--- config.mk ---
export PLATFORM = sky130hd
export DESIGN_NAME = wb_cmd_master
export DESIGN_NICKNAME = d
export VERILOG_FILES = /design/src/rtl/wb_cmd_master_pkg.sv /design/src/rtl/wb_cmd_timeout.sv /design/src/rtl/wb_cmd_master.sv
export SDC_FILE = /design/constraint.sdc
export NUM_CORES = 1
export LEC_CHECK = 0
export BUFFER_PORTS_ARGS = -buffer_cell sky130_fd_sc_hd__buf_2
export CAP_MARGIN = 20
export CORE_ASPECT_RATIO = 1.2
export CORE_MARGIN = 1.5
export CORE_UTILIZATION = 45
export DETAILED_ROUTE_END_ITERATION = 10
export HOLD_SLACK_MARGIN = 0.03
export PLACE_DENSITY = 0.82
export SLEW_MARGIN = 20
export SYNTH_ARGS = -nofsm -noshare
export SYNTH_HDL_FRONTEND = slang
export SYNTH_SLANG_ARGS = --single-unit
export TNS_END_PERCENT = 10
--- constraint.sdc ---
create_clock -name wb_clk_i -period 3.9 [get_ports wb_clk_i]
set_clock_uncertainty 0.15 [all_clocks]
set_input_delay 0.585 -clock wb_clk_i [delete_from_list [all_inputs] [get_ports wb_clk_i]]
set_output_delay 0.585 -clock wb_clk_i [all_outputs]
set_load 0.005 [all_outputs]
--- src/rtl/wb_cmd_master_pkg.sv ---
// Shared definitions for the Wishbone command initiator.
// Holds the FSM encoding, the default widths, the timeout default and the
// response data pattern returned on a timeout abort.
package wb_cmd_master_pkg;

    localparam int unsigned DEFAULT_ADR_W   = 32;
    localparam int unsigned DEFAULT_DAT_W   = 32;
    localparam int unsigned DEFAULT_TIMEOUT = 255;

    localparam logic [DEFAULT_DAT_W-1:0] RSP_ERR_DATA = '1;

    // Legacy encodings kept as named constants; the enum is built on them.
    localparam logic [1:0] ST_IDLE = 2'd0;
    localparam logic [1:0] ST_BUS  = 2'd1;
    localparam logic [1:0] ST_RESP = 2'd2;

    typedef enum logic [1:0] {
        IDLE = ST_IDLE,
        BUS  = ST_BUS,
        RESP = ST_RESP
    } state_t;

endpackage

--- src/rtl/wb_cmd_timeout.sv ---
// Bus-cycle watchdog for wb_cmd_master.
// Counts enabled cycles since the last clear; expired is raised during the
// cycle that would be the TIMEOUT_CYCLES-th enabled cycle, so the owner can
// abort on that same edge.
module wb_cmd_timeout
    import wb_cmd_master_pkg::*;
#(
    parameter int unsigned TIMEOUT_CYCLES = DEFAULT_TIMEOUT
) (
    input  logic clk,
    input  logic rst,
    input  logic clear,
    input  logic enable,
    output logic expired
);

    localparam int unsigned CW = $clog2(TIMEOUT_CYCLES + 1);

    logic [CW-1:0] count;

    assign expired = enable && (count == CW'(TIMEOUT_CYCLES - 1));

    // Count ack-less bus cycles; saturates once the limit is hit.
    always_ff @(posedge clk or posedge rst) begin
        if (rst) begin
            count <= '0;
        end else if (clear) begin
            count <= '0;
        end else if (enable && !expired) begin
            count <= count + 1'b1;
        end
    end

endmodule

--- src/rtl/wb_cmd_master.sv ---
// Wishbone classic initiator: one command in, one bus cycle, one response out.
// Optional bus watchdog enabled by defining WB_CMD_MASTER_TIMEOUT_EN; without
// it the bus phase waits for ack indefinitely and rsp_err stays 0.
module wb_cmd_master
    import wb_cmd_master_pkg::*;
#(
    parameter int unsigned ADR_W          = DEFAULT_ADR_W,
    parameter int unsigned DAT_W          = DEFAULT_DAT_W,
    parameter int unsigned TIMEOUT_CYCLES = DEFAULT_TIMEOUT
) (
    input  logic               wb_clk_i,
    input  logic               wb_rst_i,
    input  logic               cmd_valid,
    output logic               cmd_ready,
    input  logic               cmd_we,
    input  logic [ADR_W-1:0]   cmd_adr,
    input  logic [DAT_W-1:0]   cmd_dat,
    input  logic [DAT_W/8-1:0] cmd_sel,
    output logic               rsp_valid,
    input  logic               rsp_ready,
    output logic [DAT_W-1:0]   rsp_dat,
    output logic               rsp_err,
    output logic               wbm_cyc_o,
    output logic               wbm_stb_o,
    output logic               wbm_we_o,
    output logic [ADR_W-1:0]   wbm_adr_o,
    output logic [DAT_W-1:0]   wbm_dat_o,
    output logic [DAT_W/8-1:0] wbm_sel_o,
    input  logic [DAT_W-1:0]   wbm_dat_i,
    input  logic               wbm_ack_i,
    output logic               busy
);

    state_t state;
    logic   accept;
    logic   timed_out;

    assign cmd_ready = (state == IDLE);
    assign busy      = (state != IDLE);
    assign accept    = cmd_valid && cmd_ready;

`ifdef WB_CMD_MASTER_TIMEOUT_EN
    wb_cmd_timeout #(
        .TIMEOUT_CYCLES(TIMEOUT_CYCLES)
    ) u_timeout (
        .clk     (wb_clk_i),
        .rst     (wb_rst_i),
        .clear   (accept),
        .enable  ((state == BUS) && !wbm_ack_i),
        .expired (timed_out)
    );
`else
    logic unused_timeout_cfg;
    assign unused_timeout_cfg = (TIMEOUT_CYCLES == 0);
    assign timed_out          = 1'b0;
`endif

    // Command/bus/response sequencing; ack wins over a same-edge timeout.
    always_ff @(posedge wb_clk_i or posedge wb_rst_i) begin
        if (wb_rst_i) begin
            state     <= IDLE;
            wbm_cyc_o <= 1'b0;
            wbm_stb_o <= 1'b0;
            wbm_we_o  <= 1'b0;
            wbm_adr_o <= '0;
            wbm_dat_o <= '0;
            wbm_sel_o <= '0;
            rsp_valid <= 1'b0;
            rsp_dat   <= '0;
            rsp_err   <= 1'b0;
        end else begin
            case (state)
                IDLE: begin
                    if (cmd_valid) begin
                        wbm_we_o  <= cmd_we;
                        wbm_adr_o <= cmd_adr;
                        wbm_dat_o <= cmd_dat;
                        wbm_sel_o <= cmd_sel;
                        wbm_cyc_o <= 1'b1;
                        wbm_stb_o <= 1'b1;
                        state     <= BUS;
                    end
                end
                BUS: begin
                    if (wbm_ack_i) begin
                        wbm_cyc_o <= 1'b0;
                        wbm_stb_o <= 1'b0;
                        rsp_dat   <= wbm_we_o ? '0 : wbm_dat_i;
                        rsp_err   <= 1'b0;
                        rsp_valid <= 1'b1;
                        state     <= RESP;
                    end else if (timed_out) begin
                        wbm_cyc_o <= 1'b0;
                        wbm_stb_o <= 1'b0;
                        rsp_dat   <= '1;
                        rsp_err   <= 1'b1;
                        rsp_valid <= 1'b1;
                        state     <= RESP;
                    end
                end
                RESP: begin
                    if (rsp_ready) begin
                        rsp_valid <= 1'b0;
                        state     <= IDLE;
                    end
                end
                default: state <= IDLE;
            endcase
        end
    end

endmodule
==> metrics.txt <==
Final Critical Period 2190 ps; cts bufs inserted 9; Peak VDD IR 0.364 mV; die width 90.7 um; asr flop ratio synth 1.00; Slew Limit Headroom 0.373; synthesized flop and latch total 105; root buffer cell clkbuf_8; clock latency on the worst-skew pair 360 ps; Core ar. 9030 um2; Pwr Total 3.95 mW; TritonCTS clock tree yes; Power Density 726 nW/um2; initial antenna violation count 0; Syn-to-layout area delta 30.9%; synth cell count leaders dfrtp_1, mux2_2, o21ai_0; setup TNS 0 ps; HPWL Detailed 6520 um; postcts setup bufs 0; drc violations 0; Most used DFF post-synth dfrtp_1; initial DRC count 60; Final Hold Viols 0; Tcrit/Tclk final 0.561; Placed Cells 621; RSZ-0062 raised after global routing no; Sequential cell area 2630 um2; Critical Path RT 3990 ps; Clock Sinks 105; fill count 763; CTS resizes 0; Tot GR Track Use 0.185; non-filler instance count after layout 637; TritonRoute pass-1 iters 4; first-pass GRT wire length 14300 um; GPL Wtd Cong 0.727; P_leak 2.75 nW; WP data arrival 2280 ps; Peak Freq 457 MHz; Syn Std Cell Area 4160 um2; H-Tree Depth 3; Routed wire per std cell 14.0 um; clk slew on worst S/H paths 90 ps; post-layout util 0.602; via count 3035; die area 9830 um2; Worst Setup End Kind flip-flop; endpoints failing setup 0; CP Launch Type flip-flop; Final nets 618; Via-to-Cell Ratio 4.76; critical path class flip-flop to flip-flop; Worst Tran Pin Value 940 ps; top post-synthesis cells by area dfrtp_1, mux2_2, nand2b_1; Synthesis Warnings 0; Mapped Cells 309; io pins 213; Post-synth EDFFs 0; CP Max Fanout 69; top-area cell type share of the netlist area 0.632; Initial Utilization 0.460; Final ANT Viol Nets 0; max-slew violations 0; vias in the first global route 3062; layout cells sized above 1 0.580; Rows 38; Mapped Nets 415; CTS max path bufs 2; Final Routed Wirelength 8890 um; # Max-Cap Violations 0; count leader, synth dfrtp_1; syn avg cell area 13.5 um2; Hold Path Class primary input to asynchronous set/reset pin; Hold Slack 224 ps; antenna cells 0; sequential area share after synthesis 0.632; status finished, final reports clean; library cells used by synthesis 21; largest net degree at the start of global routing 91; Port Buffers 211; multi-input combinational cell area 1370 um2; Die Ht 108 um; area leader, netlist dfrtp_1; # hold bufs at CTS 0; grt ovf 0
-- logic make-up (layout without fill, tap and decap cells) --
group	count (synthesis)	after routing	share of synthesized area
buffers and inverters	26	234	0.0379
AOI/OAI and AO/OA	39	39	0.0475
and+or+nand+nor	68	68	0.0834
muxes	70	70	0.198
DFF	105	105	0.632
other	1	1	0.000902
-- where the power goes --
part	internal, mW	switching [mW]	total [mW]
Clock	0.312	0.350	0.662
Sequential	1.60	0.303	1.90
Combinational	0.815	0.570	1.39
Total	2.73	1.22	3.95
-- stage by stage --
step	instance area (um2)	setup slack [ps]
3_3_place_gp	5240	1750
6_report	5440	1710
5_1_grt	5440	1590
2_1_floorplan	4160	404
3_5_place_dp	5240	1700
4_1_cts	5440	1680
-- cell usage in the layout, fill, tap and decap left out --
cell type / n
conb_1: 1
a21oi_1: 2
clkbuf_8: 10
o21ai_0: 36
nor2_2: 1
dfrtp_1: 105
nand3b_1: 1
clkinv_2: 2
mux2_2: 59
clkbuf_1: 1
clkinvlp_4: 2
buf_4: 2
o31ai_1: 1
nand2_1: 32
bufinv_16: 1
buf_2: 211
inv_1: 4
nand2b_1: 32
nor2_1: 1
and2_4: 1
mux2i_1: 1
inv_6: 1
mux2_4: 10
-- worst paths after layout --
kind / endpoint / slack, ps / cells after the start / from
max in group asynchronous: wbm_adr_o[12] / 2670 / 3 / wb_rst_i
max reg2reg: wbm_dat_o[16] / 1710 / 3 / state[0]
min in group wb_clk_i: state[1] / 270 / 2 / rsp_ready
min: wbm_sel_o[2] / 220 / 2 / wb_rst_i
min reg2reg: rsp_dat[21] / 330 / 2 / rsp_dat[21]
max: wbm_dat_o[16] / 1710 / 3 / state[0]
-- routing by layer --
layer	global-route usage	vias to the layer above	wire [um]
met1	0.217	1459	3440
li1	-	1433	-
met2	0.311	136	4550
met4	0.0624	0	97
met3	0.0724	7	797
met5	0	-	0
-- critical path, stage by stage, from the launching register on --
cell and delay, ps:
dfrtp_1 470, nor2_2 180, and2_4 780, mux2_2 430
-- sequential cells by signal, summed over array words and instances (netlist names) --
name,flops
wbm_adr_o,32
wbm_stb_o,1
wbm_we_o,1
state,2
wbm_sel_o,4
wbm_dat_o,32
rsp_valid,1
rsp_dat,32
-- layout make-up --
cell class	instances	share of cell area
clock buffer	11	0.0260
clock inverter	5	0.0101
inverter	5	0.00437
multi-input combinational	178	0.252
sequential	105	0.483
tap	120	0.0276
timing repair buffer	213	0.197
Power figures use the tool's default switching activity.
